--- config.mk ---
export PLATFORM = sky130hd
export DESIGN_NAME = hailstone_engine
export DESIGN_NICKNAME = d
export VERILOG_FILES = /design/src/rtl/hailstone_engine.sv
export SDC_FILE = /design/constraint.sdc
export NUM_CORES = 1
export LEC_CHECK = 0
export CAP_MARGIN = 20
export CORE_MARGIN = 5
export CORE_UTILIZATION = 55
export CTS_CLUSTER_SIZE = 12
export DETAILED_ROUTE_END_ITERATION = 12
export PLACE_DENSITY = 0.82
export SLEW_MARGIN = 20
export SYNTH_ARGS = -nofsm -noshare
export SYNTH_HDL_FRONTEND = slang
export SYNTH_SLANG_ARGS = --single-unit
--- constraint.sdc ---
create_clock -name clk -period 10.5 [get_ports clk]
set_input_delay 2.1 -clock clk [delete_from_list [all_inputs] [get_ports clk]]
set_output_delay 2.1 -clock clk [all_outputs]
set_load 0.02 [all_outputs]
--- src/rtl/hailstone_engine.sv ---
// Collatz (hailstone) sequence generator: walks a start value down to 1, streaming each term over valid/ready.
// Optional macro HAILSTONE_SHORTCUT_EN folds an odd step and the following halving into one handshake.
module hailstone_engine #(
   parameter int WIDTH     = 16,
   parameter int CNT_WIDTH = 16,
   parameter int MAX_STEPS = 1000
) (
   input  logic                 clk,
   input  logic                 reset,
   input  logic                 start,
   input  logic [WIDTH-1:0]     n_in,
   output logic                 busy,
   output logic                 done,
   output logic [WIDTH-1:0]     term,
   output logic                 term_valid,
   input  logic                 term_ready,
   output logic [CNT_WIDTH-1:0] steps,
   output logic [WIDTH-1:0]     peak,
   output logic                 err_zero,
   output logic                 err_overflow,
   output logic                 err_limit
);

   typedef enum logic [1:0] {IDLE, RUN, DONE} state_t;

   localparam int NW = WIDTH + 2;

   state_t               state;
   logic [NW-1:0]        cur_x;
   logic [NW-1:0]        triple;
   logic [NW-1:0]        next_val;
   logic [WIDTH-1:0]     next_term;
   logic [CNT_WIDTH-1:0] step_inc;
   logic                 hit_limit;
   logic                 too_big;
   logic                 handshake;

`ifdef HAILSTONE_SHORTCUT_EN
   logic [CNT_WIDTH:0]   steps_x;
`endif

   // The current term lives in the term register itself; next-term math is widened
   // by two bits so 3*cur+1 never wraps before the overflow test.
   always_comb begin
      cur_x     = NW'(term);
      triple    = (cur_x << 1) + cur_x + NW'(1);
`ifdef HAILSTONE_SHORTCUT_EN
      steps_x   = {1'b0, steps};
      if (term[0]) begin
         next_val  = triple >> 1;
         step_inc  = CNT_WIDTH'(2);
         hit_limit = (steps_x + (CNT_WIDTH+1)'(2)) > (CNT_WIDTH+1)'(MAX_STEPS);
      end else begin
         next_val  = cur_x >> 1;
         step_inc  = CNT_WIDTH'(1);
         hit_limit = (steps == CNT_WIDTH'(MAX_STEPS));
      end
`else
      next_val  = term[0] ? triple : (cur_x >> 1);
      step_inc  = CNT_WIDTH'(1);
      hit_limit = (steps == CNT_WIDTH'(MAX_STEPS));
`endif
      too_big   = |next_val[NW-1:WIDTH];
      next_term = next_val[WIDTH-1:0];
      handshake = term_valid & term_ready;
   end

   // Control FSM; every output is a register updated here.
   always_ff @(posedge clk) begin
      if (reset) begin
         state        <= IDLE;
         busy         <= 1'b0;
         done         <= 1'b0;
         term         <= '0;
         term_valid   <= 1'b0;
         steps        <= '0;
         peak         <= '0;
         err_zero     <= 1'b0;
         err_overflow <= 1'b0;
         err_limit    <= 1'b0;
      end else begin
         case (state)
            IDLE, DONE: begin
               if (start) begin
                  term         <= n_in;
                  steps        <= '0;
                  peak         <= n_in;
                  done         <= 1'b0;
                  err_zero     <= 1'b0;
                  err_overflow <= 1'b0;
                  err_limit    <= 1'b0;
                  if (n_in == '0) begin
                     state    <= DONE;
                     done     <= 1'b1;
                     err_zero <= 1'b1;
                  end else begin
                     state      <= RUN;
                     busy       <= 1'b1;
                     term_valid <= 1'b1;
                  end
               end
            end
            RUN: begin
               if (handshake) begin
                  if (term == WIDTH'(1) || hit_limit || too_big) begin
                     state      <= DONE;
                     busy       <= 1'b0;
                     done       <= 1'b1;
                     term_valid <= 1'b0;
                     // Priority: reaching 1 beats the limit, which beats overflow.
                     if (term != WIDTH'(1)) begin
                        if (hit_limit) err_limit    <= 1'b1;
                        else           err_overflow <= 1'b1;
                     end
                  end else begin
                     term  <= next_term;
                     steps <= steps + step_inc;
                     if (next_term > peak) peak <= next_term;
                  end
               end
            end
            default: state <= IDLE;
         endcase
      end
   end

endmodule

==> results.py, run 1 <==
metrics = {
    "clocking": {
        "clock_sinks": 55,
        "insertion_delay_ps": 310,
        "clockRootBuffer": "clkbuf_8",
        "cts_setup_buffers": 0,
        "htree_levels": 2,
        "cts_tree": "done",
        "cts_made_buffers": 5,
        "path_clk_slew_ps": 100,
        "cts_resized": 0,
        "clock_path_buffers": 2,
        "cts_hold_buf": 0,
    },
    "synth": {
        "synthCells": 553,
        "yosys-top-cells-count": "58 x nand2_1, 56 x nor2_1, 55 x dfxtp_1",
        "ys_seq_area_share_pct": 25.4,
        "synth.avg_cell_area_um2": 7.84,
        "async_flop_share_pct": 0,
        "yosysTopAreaCell": "dfxtp_1",
        "synth-edff-count": 0,
        "yosysUniqueCellTypes": 66,
        "ys_ff_latch": 55,
        "synth.net_count": 618,
        "yosysTopAreaCellShare_pct": 25.4,
        "syn_area_um2": 4330,
        "yosysMostFrequentCell": "nand2_1",
        "synth-main-ff-cell": "dfxtp_1",
        "ys_warn_count": 0,
        "netlist_top_cells_area": "dfxtp_1 25%, ha_1 13%, mux2i_1 7.2%, a21oi_1 5.2%, nand2_1 5.0%",
    },
    "cells_and_area": {
        "multi_input_area_um2": 2950,
        "drive_above_1_share_pct": 5.45,
        "syn_to_final_growth_pct": 19.0,
        "seqCellArea_um2": 1100,
        "nets": 670,
        "postLayoutCoreUtil_pct": 67.1,
        "nFillCells": 668,
        "diodes": 0,
    },
    "place": {
        "gp_congestion": 0.940,
        "hpwlAfterDp_mm": 9.55,
        "io_buffer_count": 73,
    },
    "status": {
        "outcome": "finished clean",
    },
    "route": {
        "vias": 4321,
        "ant_nets": 0,
        "via_per_inst": 6.10,
        "wl_per_cell_um": 17.7,
        "first_iter_violations": 364,
        "detail_route.drc_violations": 0,
        "drt-total-wl_mm": 12.5,
        "drt_first_pass_iters": 5,
    },
    "global_routing": {
        "antenna_found_initial": 0,
        "grt_max_degree": 55,
        "grt_pass1_vias": 4058,
        "grt_remaining_overflow": 0,
        "track_usage_pct": 24.6,
        "grt_pass1_wl_mm": 20.0,
    },
    "timing": {
        "fin_crit_sh_pct": 47.9,
        "max_freq_mhz": 199,
        "timing.hold.ws_ps": 492,
        "tns_ps": 0,
        "post-route-min-period_ps": 5030,
        "setup_viol": 0,
        "grt_setup_unrepaired": "no",
        "max-slew-margin-rel_pct": 25.5,
        "hold_viol": 0,
        "finalMaxSlewViolations": 0,
        "fin_skew_ps": 11.7,
        "worst_pin_slew_ps": 1120,
    },
    "power": {
        "leakagePower_nw": 2.08,
        "power_density_nw_per_um2": 134,
        "ir_worst_vdd_mv": 0.121,
    },
    "floorplan": {
        "fp.dieH_um": 98.8,
        "coreArea_um2": 7690,
        "num_io_pins": 74,
        "rows": 32,
        "dieArea_um2": 9750,
        "start_util_pct": 56.4,
        "die_w_um": 98.8,
    },
    "run": {
        "cap_violations": 0,
    },
    "worst_hold_path": {
        "hp-start": "err_zero",
        "holdPathStages": 1,
        "whs_endpoint": "err_zero",
        "hold_class": "reg2reg",
    },
    "critical_path": {
        "ff2ff_setup_slack_ps": 5470,
        "cp_max_fo": 20,
        "critPathRequiredTime_ps": 10670,
        "crit_path_start_kind": "flop",
        "crit_type": "reg2reg",
        "rr_endpoint": "peak[1]",
        "arrival_ps": 5190,
        "reg2reg_from": "term[0]",
        "end_kind": "flop",
        "worstRegToRegCells": 19,
    },
}
==> final cells by class <==
type	count	area share (%)
timing repair buffer	76	14.6
multi-input combinational	428	57.1
tap	102	2.47
inverter	39	2.84
clock buffer	6	1.41
clock inverter	2	0.243
sequential	55	21.3
==> registers in the layout (all words and copies together), names as in the netlist <==
name	cells
err_overflow	1
err_zero	1
done	1
term_valid	1
state	2
peak	16
steps	16
err_limit	1
term	16
==> cell families after synthesis <==
kind of cell / count (synthesis) / share of synthesized area, %
simple gates: 202 / 22.9
compound gates: 136 / 21.6
flops: 55 / 25.4
xor+xnor: 11 / 2.22
mux: 34 / 7.94
buf+inv: 70 / 6.73
fa+ha+maj: 45 / 13.2
==> worst max-delay path, stage by stage, from the launching register on <==
cell      delay, ps
dfxtp_1         530
buf_4           310
fa_1            470
a21o_1          180
a221oi_1        360
o21ai_0         150
a31oi_1         270
o211ai_1        160
xor2_1          200
and2_1          200
ha_1            290
nand3_1          80
nor3_1          270
o211ai_1        150
nand2_1          80
o21ai_0          90
a22oi_2         590
buf_6           250
mux2i_1         210
nor2_1           50
==> worst max-delay path by stage <==
stage	start	to	cells after the start
final	term[0]	peak[1]	19
after global routing	term[0]	peak[6]	19
after CTS	term[0]	peak[9]	18
after detailed placement	term[0]	peak[9]	18
after global placement	term_ready	peak[4]	8
after floorplan	term[0]	peak[10]	20
==> where the power goes <==
part / internal [mW] / switching, mW / leakage [nW]
clock network: 0.0469 / 0.0713 / 0.0412
registers: 0.227 / 0.0264 / 0.448
logic: 0.133 / 0.189 / 1.59
total: 0.407 / 0.287 / 2.08
==> stage by stage <==
stage	cells	instance area, µm²	total power [mW]	worst slack [ps]
global placement	699	5060	0.567	5500
detailed placement	699	5060	0.573	5370
CTS	707	5150	0.689	5340
global route	708	5160	0.733	5140
finish	708	5160	0.694	5470
floorplan	553	4330	0.473	6340
==> layout by cell type (no fill, tap or decap), types with 3 or more instances in the layout <==
cell / count
xor2_1: 3
o211ai_1: 8
ha_1: 44
nand3_1: 17
o21bai_1: 3
nor3_1: 9
a21oi_1: 45
clkbuf_8: 5
mux2_2: 3
and3_1: 11
mux2i_1: 31
clkdlybuf4s50_1: 72
a21o_1: 7
xnor2_1: 8
a31oi_1: 5
nand4b_1: 10
a211o_1: 4
o21ai_0: 27
or3_1: 3
nand4_1: 10
a211oi_1: 4
nand2b_1: 5
nor2_1: 56
nor4_1: 5
inv_1: 38
a211oi_2: 3
dfxtp_1: 55
nand2_1: 58
o21a_1: 6
==> metal layers <==
layer	GRT usage (%)	up-vias	share of wire (%)
li1	-	2073	-
met1	33.0	2079	43
met4	6.09	0	1.2
met5	0	-	0
met3	3.04	17	5.9
met2	42.1	152	50
Note: power is estimated with default switching activity, not from simulation.
==> run 2: changes to the inputs <==
--- a/config.mk
+++ b/config.mk
@@ -7,10 +7,10 @@
 export LEC_CHECK = 0
 export CAP_MARGIN = 20
 export CORE_MARGIN = 5
-export CORE_UTILIZATION = 55
+export CORE_UTILIZATION = 54
 export CTS_CLUSTER_SIZE = 12
 export DETAILED_ROUTE_END_ITERATION = 12
-export PLACE_DENSITY = 0.82
+export PLACE_DENSITY = 0.81
 export SLEW_MARGIN = 20
 export SYNTH_ARGS = -nofsm -noshare
 export SYNTH_HDL_FRONTEND = slang
==> constraint.sdc (replaced) <==
create_clock -name clk -period 5.01 [get_ports clk]
set_input_delay 1.002 -clock clk [delete_from_list [all_inputs] [get_ports clk]]
set_output_delay 1.002 -clock clk [all_outputs]
set_load 0.02 [all_outputs]
==> run 2 against run 1 <==
Compared with the run above: core utilization down 0.45 points; clock power grew 110%; global-route usage increased by 0.083 points; via count shrank 0.32%; largest cell class unchanged; largest power group unchanged.
==> results.py, run 2 (synthesis gave the netlist of run 1 again) <==
metrics = {
    "power": {
        "leakagePower_nw": 2.09,
        "power_density_nw_per_um2": 282,
        "swShare_pct": 41.5,
        "internal-power_uw": 854,
        "switchingPower_uw": 606,
        "combPwrFrac_pct": 46.8,
        "ir_worst_vdd_mv": 0.180,
        "clkPwrFrac_pct": 17.0,
        "power.total_mw": 1.46,
        "p_seq_share_pct": 36.1,
    },
    "clocking": {
        "path_clk_slew_ps": 100,
        "cts_made_buffers": 5,
        "cts_tree": "done",
        "clockRootBuffer": "clkbuf_8",
        "cts_setup_buffers": 0,
        "clock_sinks": 55,
        "cts_hold_buf": 0,
        "insertion_delay_ps": 310,
        "cts_resized": 0,
        "clock_path_buffers": 2,
        "htree_levels": 2,
    },
    "place": {
        "dpl_worst_slack_ps": 716,
        "gp_congestion": 0.943,
        "hpwlAfterDp_mm": 9.35,
        "placed_cell_area_um2": 5080,
        "io_buffer_count": 73,
        "dp.cells": 702,
    },
    "floorplan": {
        "die_w_um": 99.6,
        "num_io_pins": 74,
        "rows": 32,
        "dieArea_um2": 9920,
        "coreArea_um2": 7770,
        "start_util_pct": 55.8,
        "fp.dieH_um": 99.6,
    },
    "route": {
        "vias": 4307,
        "drt_first_pass_iters": 5,
        "detail_route.drc_violations": 0,
        "via_per_inst": 6.07,
        "wl_per_cell_um": 17.6,
        "drt-total-wl_mm": 12.5,
        "first_iter_violations": 299,
        "ant_nets": 0,
    },
    "timing": {
        "tns_ps": 0,
        "setup_viol": 0,
        "grt_setup_unrepaired": "no",
        "timing.final.ws_setup_ps": 659,
        "fin_crit_sh_pct": 86.9,
        "max-slew-margin-rel_pct": 32.1,
        "worst_pin_slew_ps": 1020,
        "fin_skew_ps": 5.40,
        "max_freq_mhz": 230,
        "finalMaxSlewViolations": 0,
        "post-route-min-period_ps": 4350,
        "hold_viol": 0,
    },
    "cells_and_area": {
        "final_common_cell": "clkdlybuf4s50_1",
        "final_cells": 710,
        "nets": 672,
        "layout_common_cells": "72 x clkdlybuf4s50_1, 58 x nand2_1, 56 x nor2_1",
        "final_area_um2": 5180,
        "reg_top3": "peak: 16 flops, steps: 16 flops, term: 16 flops",
        "diodes": 0,
        "drive_above_1_share_pct": 5.76,
        "syn_to_final_growth_pct": 19.5,
    },
    "critical_path": {
        "critPathRequiredTime_ps": 5170,
        "crit_type": "reg2reg",
        "arrival_ps": 4520,
        "cp_max_fo": 18,
        "crit_path_start_kind": "flop",
        "end_kind": "flop",
    },
    "worst_hold_path": {
        "hold_class": "reg2reg",
    },
    "global_routing": {
        "track_usage_pct": 24.7,
        "grt_pass1_vias": 4102,
        "antenna_found_initial": 0,
        "grt_remaining_overflow": 0,
        "grt_max_degree": 55,
        "grt_pass1_wl_mm": 20.3,
    },
    "status": {
        "outcome": "finished clean",
    },
    "run": {
        "cap_violations": 0,
    },
}
==> run 2: worst paths after layout <==
kind                                from        to  slack [ps]  cells past startpoint
worst max register to register   term[0]   peak[2]         660                     18
worst max-delay path             term[0]   peak[2]         660                     18
worst min-delay path            err_zero  err_zero         480                      1
worst min register to register  err_zero  err_zero         480                      1
==> run 2: layout make-up <==
type,count,area (µm²)
fill,662,2590
multi-input combinational,428,2950
clock buffer,6,72.6
sequential,55,1100
inverter,39,146
clock inverter,2,12.5
tap,102,128
timing repair buffer,78,763
==> run 2: per-stage QoR <==
stage               hold WS (ps)  util (%)
finish                       480      66.6
global placement             455      65.4
global route                 504      66.6
CTS                          486      66.5
detailed placement           454      65.4
floorplan                    559         -
==> run 2: power groups by stage <==
stage,registers [mW],logic (mW),clock network [mW]
after floorplan,0.564,0.427,0
after global placement,0.536,0.656,0
after detailed placement,0.537,0.669,0
after CTS,0.527,0.673,0.251
after global routing,0.535,0.743,0.269
final,0.528,0.684,0.249
==> run 2: per-layer routing <==
layer  vias to the layer above  track usage, %  wire length, µm
met5                         -               0                0
met4                         0            5.57              111
met3                        13            3.23              798
li1                       2072               -                -
met1                      2047            33.8             5530
met2                       175            41.4             6030
==> run 2: worst max-delay path, cell delays in order (launching register included) <==
cell	delay, ps
dfxtp_1	480
fa_1	520
a21o_1	180
a221oi_1	380
o21ai_0	130
a31oi_1	270
o211ai_1	150
xor2_1	190
and2_1	180
ha_1	280
nand3_1	70
nor3_1	280
o211ai_1	140
nand2_1	80
o21ai_0	90
a22oi_2	150
buf_4	320
mux2i_1	240
nor2_1	60
